--- src/rtl/truth_table_sweeper.sv ---
// rtl/truth_table_sweeper.sv - exhaustive truth-table sequencer and checker for N_IN-input boolean units
//
// Purpose:
//   Steps dut_in_o through 0 .. 2**N_IN-1 in ascending order.
//   Each value is held for DRIVE + SETTLE_CYCLES + SAMPLE cycles.
//   In SAMPLE the unit output dut_y_i is captured into table_out_o and compared
//   against expected_i. The block counts mismatches and records the first one.
//
// Optional feature (macro SWEEP_STOP_ON_FAIL_EN):
//   When the macro is defined, the first mismatch ends the sweep immediately.
//
// Ports:
//   clk_i              system clock, rising edge
//   rst_i              asynchronous active-high reset
//   start_i            begin a sweep (sampled only while idle)
//   expected_i         golden truth table, bit i = expected y for input value i
//   dut_in_o           function-unit inputs (MSB = a ... LSB = c)
//   dut_y_i            function-unit output
//   busy_o             high in every non-idle state
//   done_o             one-cycle pulse while in DONE
//   table_out_o        captured truth table, bit i = y observed for input i
//   fail_count_o       number of mismatching entries (saturating at 2**N_IN)
//   first_fail_idx_o   lowest mismatching input value (valid when fail_count_o != 0)
//   pass_o             1 iff the last completed sweep had no mismatch
module truth_table_sweeper #(
  parameter int N_IN          = 3,
  parameter int SETTLE_CYCLES = 2
) (
  input  logic                 clk_i,
  input  logic                 rst_i,
  input  logic                 start_i,
  input  logic [2**N_IN-1:0]   expected_i,
  output logic [N_IN-1:0]      dut_in_o,
  input  logic                 dut_y_i,
  output logic                 busy_o,
  output logic                 done_o,
  output logic [2**N_IN-1:0]   table_out_o,
  output logic [N_IN:0]        fail_count_o,
  output logic [N_IN-1:0]      first_fail_idx_o,
  output logic                 pass_o
);

  localparam int              DEPTH       = 2**N_IN;
  localparam logic [N_IN-1:0] LAST_IDX    = N_IN'(DEPTH - 1);
  localparam logic [N_IN:0]   FAIL_MAX    = (N_IN+1)'(DEPTH);
  localparam logic [3:0]      SETTLE_INIT = 4'(SETTLE_CYCLES);

  typedef enum logic [2:0] {
    ST_IDLE,
    ST_DRIVE,
    ST_SETTLE,
    ST_SAMPLE,
    ST_DONE
  } state_t;

  state_t              state_q, state_d;
  logic [N_IN-1:0]     idx_q, idx_d;
  logic [3:0]          settle_q, settle_d;
  logic [N_IN-1:0]     dut_in_q, dut_in_d;
  logic [DEPTH-1:0]    table_q, table_d;
  logic [N_IN:0]       fail_q, fail_d;
  logic [N_IN-1:0]     first_q, first_d;
  logic                pass_q, pass_d;
  logic                done_q, done_d;
  logic                busy_q, busy_d;
  logic                mismatch;

  assign mismatch = (dut_y_i != expected_i[idx_q]);

  always_ff @(posedge clk_i or posedge rst_i) begin
    if (rst_i) begin
      state_q  <= ST_IDLE;
      idx_q    <= '0;
      settle_q <= '0;
      dut_in_q <= '0;
      table_q  <= '0;
      fail_q   <= '0;
      first_q  <= '0;
      pass_q   <= 1'b0;
      done_q   <= 1'b0;
      busy_q   <= 1'b0;
    end else begin
      state_q  <= state_d;
      idx_q    <= idx_d;
      settle_q <= settle_d;
      dut_in_q <= dut_in_d;
      table_q  <= table_d;
      fail_q   <= fail_d;
      first_q  <= first_d;
      pass_q   <= pass_d;
      done_q   <= done_d;
      busy_q   <= busy_d;
    end
  end

  always_comb begin
    state_d  = state_q;
    idx_d    = idx_q;
    settle_d = settle_q;
    dut_in_d = dut_in_q;
    table_d  = table_q;
    fail_d   = fail_q;
    first_d  = first_q;
    pass_d   = pass_q;

    case (state_q)
      ST_IDLE: begin
        if (start_i) begin
          state_d  = ST_DRIVE;
          idx_d    = '0;
          dut_in_d = '0;
          table_d  = '0;
          fail_d   = '0;
          first_d  = '0;
          pass_d   = 1'b0;
        end
      end

      ST_DRIVE: begin
        // dut_in already carries idx; it was loaded on the edge into DRIVE.
        settle_d = SETTLE_INIT;
        if (SETTLE_CYCLES == 0) begin
          state_d = ST_SAMPLE;
        end else begin
          state_d = ST_SETTLE;
        end
      end

      ST_SETTLE: begin
        // Counter enters at SETTLE_CYCLES; the cycle that sees 1 is the last one.
        settle_d = (settle_q != 4'd0) ? settle_q - 4'd1 : 4'd0;
        if (settle_q <= 4'd1) begin
          state_d = ST_SAMPLE;
        end
      end

      ST_SAMPLE: begin
        table_d[idx_q] = dut_y_i;
        if (mismatch) begin
          if (fail_q != FAIL_MAX) begin
            fail_d = fail_q + 1'b1;
          end
          if (fail_q == '0) begin
            first_d = idx_q;
          end
        end
`ifdef SWEEP_STOP_ON_FAIL_EN
        if (mismatch || (idx_q == LAST_IDX)) begin
          state_d = ST_DONE;
        end else begin
          idx_d    = idx_q + 1'b1;
          dut_in_d = idx_q + 1'b1;
          state_d  = ST_DRIVE;
        end
`else
        if (idx_q == LAST_IDX) begin
          state_d = ST_DONE;
        end else begin
          idx_d    = idx_q + 1'b1;
          dut_in_d = idx_q + 1'b1;
          state_d  = ST_DRIVE;
        end
`endif
      end

      ST_DONE: begin
        pass_d  = (fail_q == '0);
        state_d = ST_IDLE;
      end

      default: begin
        state_d = ST_IDLE;
      end
    endcase

    // Status flags are registered copies of the state being entered.
    done_d = (state_d == ST_DONE);
    busy_d = (state_d != ST_IDLE);
  end

  assign dut_in_o         = dut_in_q;
  assign busy_o           = busy_q;
  assign done_o           = done_q;
  assign table_out_o      = table_q;
  assign fail_count_o     = fail_q;
  assign first_fail_idx_o = first_q;
  assign pass_o           = pass_q;

endmodule

--- config.mk ---
export PLATFORM = sky130hd
export DESIGN_NAME = truth_table_sweeper
export DESIGN_NICKNAME = d
export VERILOG_FILES = /design/src/rtl/truth_table_sweeper.sv
export SDC_FILE = /design/constraint.sdc
export NUM_CORES = 1
export LEC_CHECK = 0
export BUFFER_PORTS_ARGS = -buffer_cell sky130_fd_sc_hd__buf_2
export CAP_MARGIN = 20
export CORE_UTILIZATION = 40
export DETAILED_ROUTE_END_ITERATION = 6
export GPL_TIMING_DRIVEN = 0
export PLACE_DENSITY_LB_ADDON = 0.2
export SETUP_SLACK_MARGIN = 0.4
export SKIP_CTS_REPAIR_TIMING = 1
export SLEW_MARGIN = 40
export SYNTH_ARGS = -nofsm -noshare
export SYNTH_HDL_FRONTEND = slang
export SYNTH_SLANG_ARGS = --single-unit
--- constraint.sdc ---
create_clock -name clk_i -period 2.9 [get_ports clk_i]
set_input_delay 0 -clock clk_i [delete_from_list [all_inputs] [get_ports clk_i]]
set_output_delay 0 -clock clk_i [all_outputs]
set_load 0.1 [all_outputs]
# After elaboration in Yosys (flattened, before gate mapping)
# Cells that the tools add are included.
[classes]
reduce_logical = 13
mux = 25
eq_ne = 13
n_lt_le_gt_ge = 3
add_sub_neg = 3
[ops]
columns = ["cell", "count"]
rows = [
  ["$mux 3", 7],
  ["$mux 4", 4],
  ["$pmux 4 s2", 2],
  ["$pmux 8 s2", 1],
  ["$pmux 3 s2", 2],
  ["$pmux 3 s4", 1],
  ["$ne 2x2->1 const B", 5],
  ["$eq 3x3->1 const B", 3],
  ["$bwmux 8", 1],
  ["$mux 8", 1],
  ["$reduce_and 4->1", 2],
  ["$eq 3x2->1 const B", 2],
  ["$reduce_bool 2->1", 3],
  ["$add 4x1->4 const B", 1],
  ["$le 4x1->1 const B", 1],
  ["$logic_not 4->1", 1],
  ["$lt 3x4->1 const B", 1],
  ["$ne 4x4->1 const B", 1],
  ["$reduce_and 2->1", 2],
  ["$reduce_bool 4->1", 1],
  ["$sub 4x1->4 const B", 1],
  ["$add 3x1->3 const B", 1],
  ["$bmux 1 s3", 1],
  ["$demux 1 s3", 1],
  ["other kinds (9)", 11],
]
[word_totals]
in_bits = 12
ff_bits = 28
output_inout_bits = 21
word_cells = 66

# Logic depth before layout (Yosys ltp)
# Gate-level depths: netlist (run 1).
[depth]
ltp_word = 6
mapped_depth = 7
mapped_depth_nobuf = 6

# Worst setup path after synthesis (run 1)
# OpenSTA, ideal clock, no wires.
[synth_timing]
path_kind = "register -> register"
startpoint = "register, netlist name dut_in_o[0]"
endpoint = "register fail_q[3], in the netlist fail_count_o[3]"
path_stages_with_launch = 7
synth_period_minus_slack_ns = 2.766
path_buffers = 1
required_ns = 2.827
arrival_ns = 2.693
path_slack_ns = 0.134
setup_time_ns = 0.073
path_cell_list = "dfrtp_1 > buf_6 > mux4_2 > mux2_4 > xnor2_4 > or4_1 > nand3_1"
[synth_rtl]
columns = ["element", "line", "source"]
rows = [
  ["end signal, assigned", "88", "fail_q <= fail_d;"],
  ["end, declared", "61", "logic [N_IN:0] fail_q, fail_d;"],
]

==> results of run 1 <==
==> kinds of logic after synthesis <==
family / after synthesis / share of synthesized area, %
adders and majority gates: 4 / 3.31
xor gates and xnor gates: 3 / 2.98
AOI/OAI and AO/OA: 41 / 17.3
and+or+nand+nor: 56 / 18.7
muxes: 6 / 6.04
buffers and inverters: 18 / 5.30
DFF: 28 / 46.4
==> cell type report <==
class / instances / area [sq um] / share of cell area (%)
plain buffers: 10 / 50.0 / 2.79
inverters: 8 / 30.0 / 1.68
clock buffers: 4 / 55.1 / 3.07
flip-flops and latches: 28 / 703 / 39.2
repair buffers: 32 / 165 / 9.22
well taps: 46 / 57.6 / 3.21
multi-input cells: 110 / 731 / 40.8
==> worst paths after layout <==
path                            cells after the start                           to
worst min-delay path                                3   table_out_o[1]$_DFFE_PP0P_
worst min register to register                      2   table_out_o[1]$_DFFE_PP0P_
worst max-delay path                                6  fail_count_o[3]$_DFFE_PP0P_
worst max register to register                      6  fail_count_o[3]$_DFFE_PP0P_
min in group asynchronous                           3   table_out_o[7]$_DFFE_PP0P_
max in group asynchronous                           3      dut_in_o[2]$_DFFE_PP0P_
==> flip-flops by register name, summed over array words and instances (netlist names) <==
name	count
state_q	3
dut_in_o	3
table_out_o	8
pass_o	1
done_o	1
busy_o	1
fail_count_o	4
first_fail_idx_o	3
settle_q	4
==> metal layers <==
metal	wire length (microns)	share of wire, %	GRT usage, %	vias to the layer above
li1	-	-	-	636
met1	1510	47	22.4	602
met2	1480	46	29.5	55
met3	188	5.8	1.99	8
met4	53	1.6	5.11	0
met5	0	0	0	-
==> metrics by stage <==
step                cell area, sq um  instances
floorplan                       1510        156
global placement                1730        233
detailed placement              1730        233
CTS                             1780        237
global route                    1790        238
finish                          1790        238
==> synthesized netlist by cell type (3+ instances only) <==
cell type | number | area, sq um
dfrtp_1 | 28 | 701
nand2_1 | 14 | 52.6
nor2_1 | 11 | 41.3
o21ai_1 | 11 | 55.1
nand3_1 | 10 | 50.1
clkbuf_1 | 7 | 26.3
inv_1 | 7 | 26.3
o21ai_0 | 7 | 35.0
o211ai_1 | 6 | 45.0
a31oi_1 | 4 | 25.0
ha_1 | 4 | 50.1
nand3b_1 | 4 | 30.0
nand4_1 | 4 | 25.0
o31ai_1 | 4 | 30.0
and2_1 | 3 | 18.8
nor3_1 | 3 | 15.0
==> critical path, delay by kind of cell, from the launching register on <==
family | cells | cell delay [ns]
and+or+nand+nor | 2 | 0.59
buffers and inverters | 1 | 0.14
xor gates and xnor gates | 1 | 0.16
DFF | 1 | 0.39
muxes | 2 | 0.82
==> metrics.txt, run 1 <==
status complete, no violations; commonest non-fill, non-tap cell in the layout buf_2; reg2reg start dut_in_o[0]$_DFFE_PP0P_; CTS tree yes; syn_nets 172; Final Wtd Congestion 0.826; Critical Path Start dut_in_o[0]$_DFFE_PP0P_; synth warn 0; Seq cells post-synth 28; hold_ws 0.0447 ns; first-pass GRT wire length 5550 microns; RSZ-0062 raised after global routing false; io pins 33; Die X 63.5 microns; Nets 209; DRT antenna net count 0; sequential share of the synthesized area 46.4%; TritonCTS buffer count 3; area of the mapped netlist 1510 sq um; vias per cell 5.47; Critical Path Slowest Stage Cell mux4_2; clk slew on worst S/H paths 0.09 ns; setup slack, reg-to-reg 0.73 ns; CTS root buf clkbuf_8; die area 4030 sq um; Clock Path Buffers 2; drt wl/cell 13.6 microns; Fin. Hold Viols 0; max_cap viols 0; DR pass1 iterations 4; worst endpoint data arrival time 2.38 ns; Syn Area/Cell 9.69 sq um; CP peak stage delay 0.50 ns; vias 1301; IO Port Bufs 31; Fillers 330; CP Launch Type flip-flop; Synth Flop Type dfrtp_1; Place WS 0.757 ns; H-tree depth 1; fin crit period 2.17 ns; HPWL after DPL 2400 microns; diode count 0; Setup TNS Final 0 ns; worst min-delay path class input pin to flip-flop; Hold Startpoint dut_y_i; asr flop ratio synth 100%; Tot GR Track Use 17.1%; max-slew violation count 0; Final setup viols 0; drt total wl 3230 microns; initial antenna violation count 0; Placeable Area 3470 sq um; layout cells sized above 1 25.0%; Max Clk Rate 0.461 GHz; Die Ht 63.5 microns; gate count after technology mapping 156; most frequent cells in the layout buf_2 (32), dfrtp_1 (26), nand2_1 (14); WP data required 3.11 ns; cells along the critical path buf_6 > mux4_2 > mux2_4 > xnor2_4 > or4_1 > nand3_1; initial core utilization 43.6%; total clock sinks 28; Final period util 74.8%; crit-path max FO 9; clk_lat worst skew 0.27 ns; Overflow after GRT 0; number of remaining DRC errors 0; Area Overhead vs Synth 18.5%; post-synthesis cell type count 40; final setup margin 0.730 ns; Rows 21; 1st-iter DRT viols 53; crit end category flip-flop; largest net degree at the start of global routing 29; Worst-Margin Slew 0.584 ns; vias in the first global route 1291; number of enable flip-flop cells after synthesis 0; Slew HR 61.0%; fin util 51.7%; Worst Setup Path Type flip-flop to flip-flop; Clock Skew 0.00325 ns
Power of run 1 is left out: the tool's default activity adds up to more than one toggle a clock period on the data nets, which glitch-free logic cannot reach.
==> inputs of run 2 (changes only) <==
Clock period 2.9 ns to 1.8 ns, I/O delays scaled along.
==> run 2 against run 1 <==
Compared with the run above:
- the run now ends with setup timing left
- clock skew grew 0.0014 ns
- cell count up 1.7%
- cell area is 9.3% higher
- die area stayed put
- worst setup slack worse by 1.0 ns
- largest cell class unchanged
==> metrics.txt, run 2 (same netlist as run 1, synthesis figures left out) <==
DRT antenna net count 0; worst path buffer plus inverter count 1; Die Ht 63.5 microns; IO Port Bufs 31; crit-path max FO 7; max reg flops 8; Worst-Margin Slew 0.605 ns; status finished with violations; Rows 21; max_cap viols 0; Nets 213; register area 722 sq um; HPWL after DPL 2440 microns; H-tree depth 1; CP peak stage delay 0.51 ns; fin crit period 2.10 ns; TritonCTS buffer count 3; initial antenna violation count 0; drt total wl 3520 microns; DR pass1 iterations 4; crit end category flip-flop; vias 1326; Clock Skew 0.00461 ns; WP data required 2.02 ns; Fillers 325; met2 GRT Util 29.9%; crit-path leading delay family multiplexers; RSZ-0062 raised after global routing true; final setup margin -0.301 ns; Final setup viols 7; vias per cell 5.48; Fin. Hold Viols 0; number of remaining DRC errors 0; Final Wtd Congestion 0.742; largest net degree at the start of global routing 29; CTS tree yes; total clock sinks 28; Final period util 117%; initial core utilization 43.6%; Multi-input gate area 785 sq um; violated checks setup timing; CP Launch Type flip-flop; GR peak layer met2; die area 4030 sq um; Tot GR Track Use 18.6%; CTS root buf clkbuf_8; worst endpoint data arrival time 2.32 ns; Slew HR 59.6%; met3 Use GR 3.26%; most frequent cells in the layout buf_2 (33), dfrtp_1 (21), nand2_1 (13); layout cells sized above 1 39.3%; placed cell area 1770 sq um; diode count 0; Worst Setup Path Type flip-flop to flip-flop; Critical Path Slowest Stage Cell dfrtp_4; final instance area 1960 sq um; io pins 33; max-slew violation count 0; Clock Path Buffers 2; 1st-iter DRT viols 69; vias in the first global route 1213; clk_lat worst skew 0.28 ns; clk slew on worst S/H paths 0.10 ns; Place WS -0.305 ns; Placeable Area 3470 sq um; Area Overhead vs Synth 29.6%; first-pass GRT wire length 5730 microns; Max Clk Rate 0.476 GHz; Die X 63.5 microns; met1 Resource Use GR 25.2%; drt wl/cell 14.6 microns; commonest non-fill, non-tap cell in the layout buf_2; Overflow after GRT 0; worst min-delay path class input pin to flip-flop; cells along the critical path buf_8 > mux4_2 > mux2_4 > xnor2_4 > or4_1 > nand3_1
## run 2: final timing paths
check	from	cells after the start	to	slack (ns)
worst max-delay path	dut_in_o[0]$_DFFE_PP0P_	6	fail_count_o[3]$_DFFE_PP0P_	-0.30
worst min-delay path	dut_y_i	3	table_out_o[1]$_DFFE_PP0P_	0.05
worst max register to register	dut_in_o[0]$_DFFE_PP0P_	6	fail_count_o[3]$_DFFE_PP0P_	-0.30
worst min register to register	table_out_o[1]$_DFFE_PP0P_	2	table_out_o[1]$_DFFE_PP0P_	0.49
max in group asynchronous	rst_i	3	fail_count_o[1]$_DFFE_PP0P_	1.02
min in group asynchronous	rst_i	3	first_fail_idx_o[0]$_DFFE_PP0P_	0.32
## run 2: layer usage
layer  share of wire [%]  vias to the layer above
met4                0.85                        0
met5                   0                        -
met3                 5.1                        4
li1                    -                      647
met1                  47                      636
met2                  47                       39
## run 2: through the flow
| stage | cells | utilization (%) | TNS, ns | hold WS, ns |
|---|---|---|---|---|
| 3_5_place_dp | 233 | 51.2 | -1.66 | 0.116 |
| 6_report | 242 | 56.5 | -1.43 | 0.0496 |
| 2_1_floorplan | 156 | - | -2.65 | 0.0655 |
| 3_3_place_gp | 233 | 51.2 | -1.37 | 0.310 |
| 4_1_cts | 237 | 53.2 | -1.84 | -0.194 |
| 5_1_grt | 242 | 56.5 | -1.90 | 0.0742 |
## run 2: cell type report
| type | count | share of cell area, % |
|---|---|---|
| sequential | 28 | 36.9 |
| inverter | 8 | 1.66 |
| clock buffer | 3 | 2.11 |
| buffer | 10 | 4.86 |
| tap | 46 | 2.94 |
| multi-input combinational | 110 | 40.1 |
| clock inverter | 1 | 1.53 |
| timing repair buffer | 36 | 9.97 |
## run 2: worst min-delay path, stage by stage
cell and delay, ns:
buf_4 0.16, nand4_1 0.09, nand2_1 0.05
Power of run 2 is left out for the same reason.
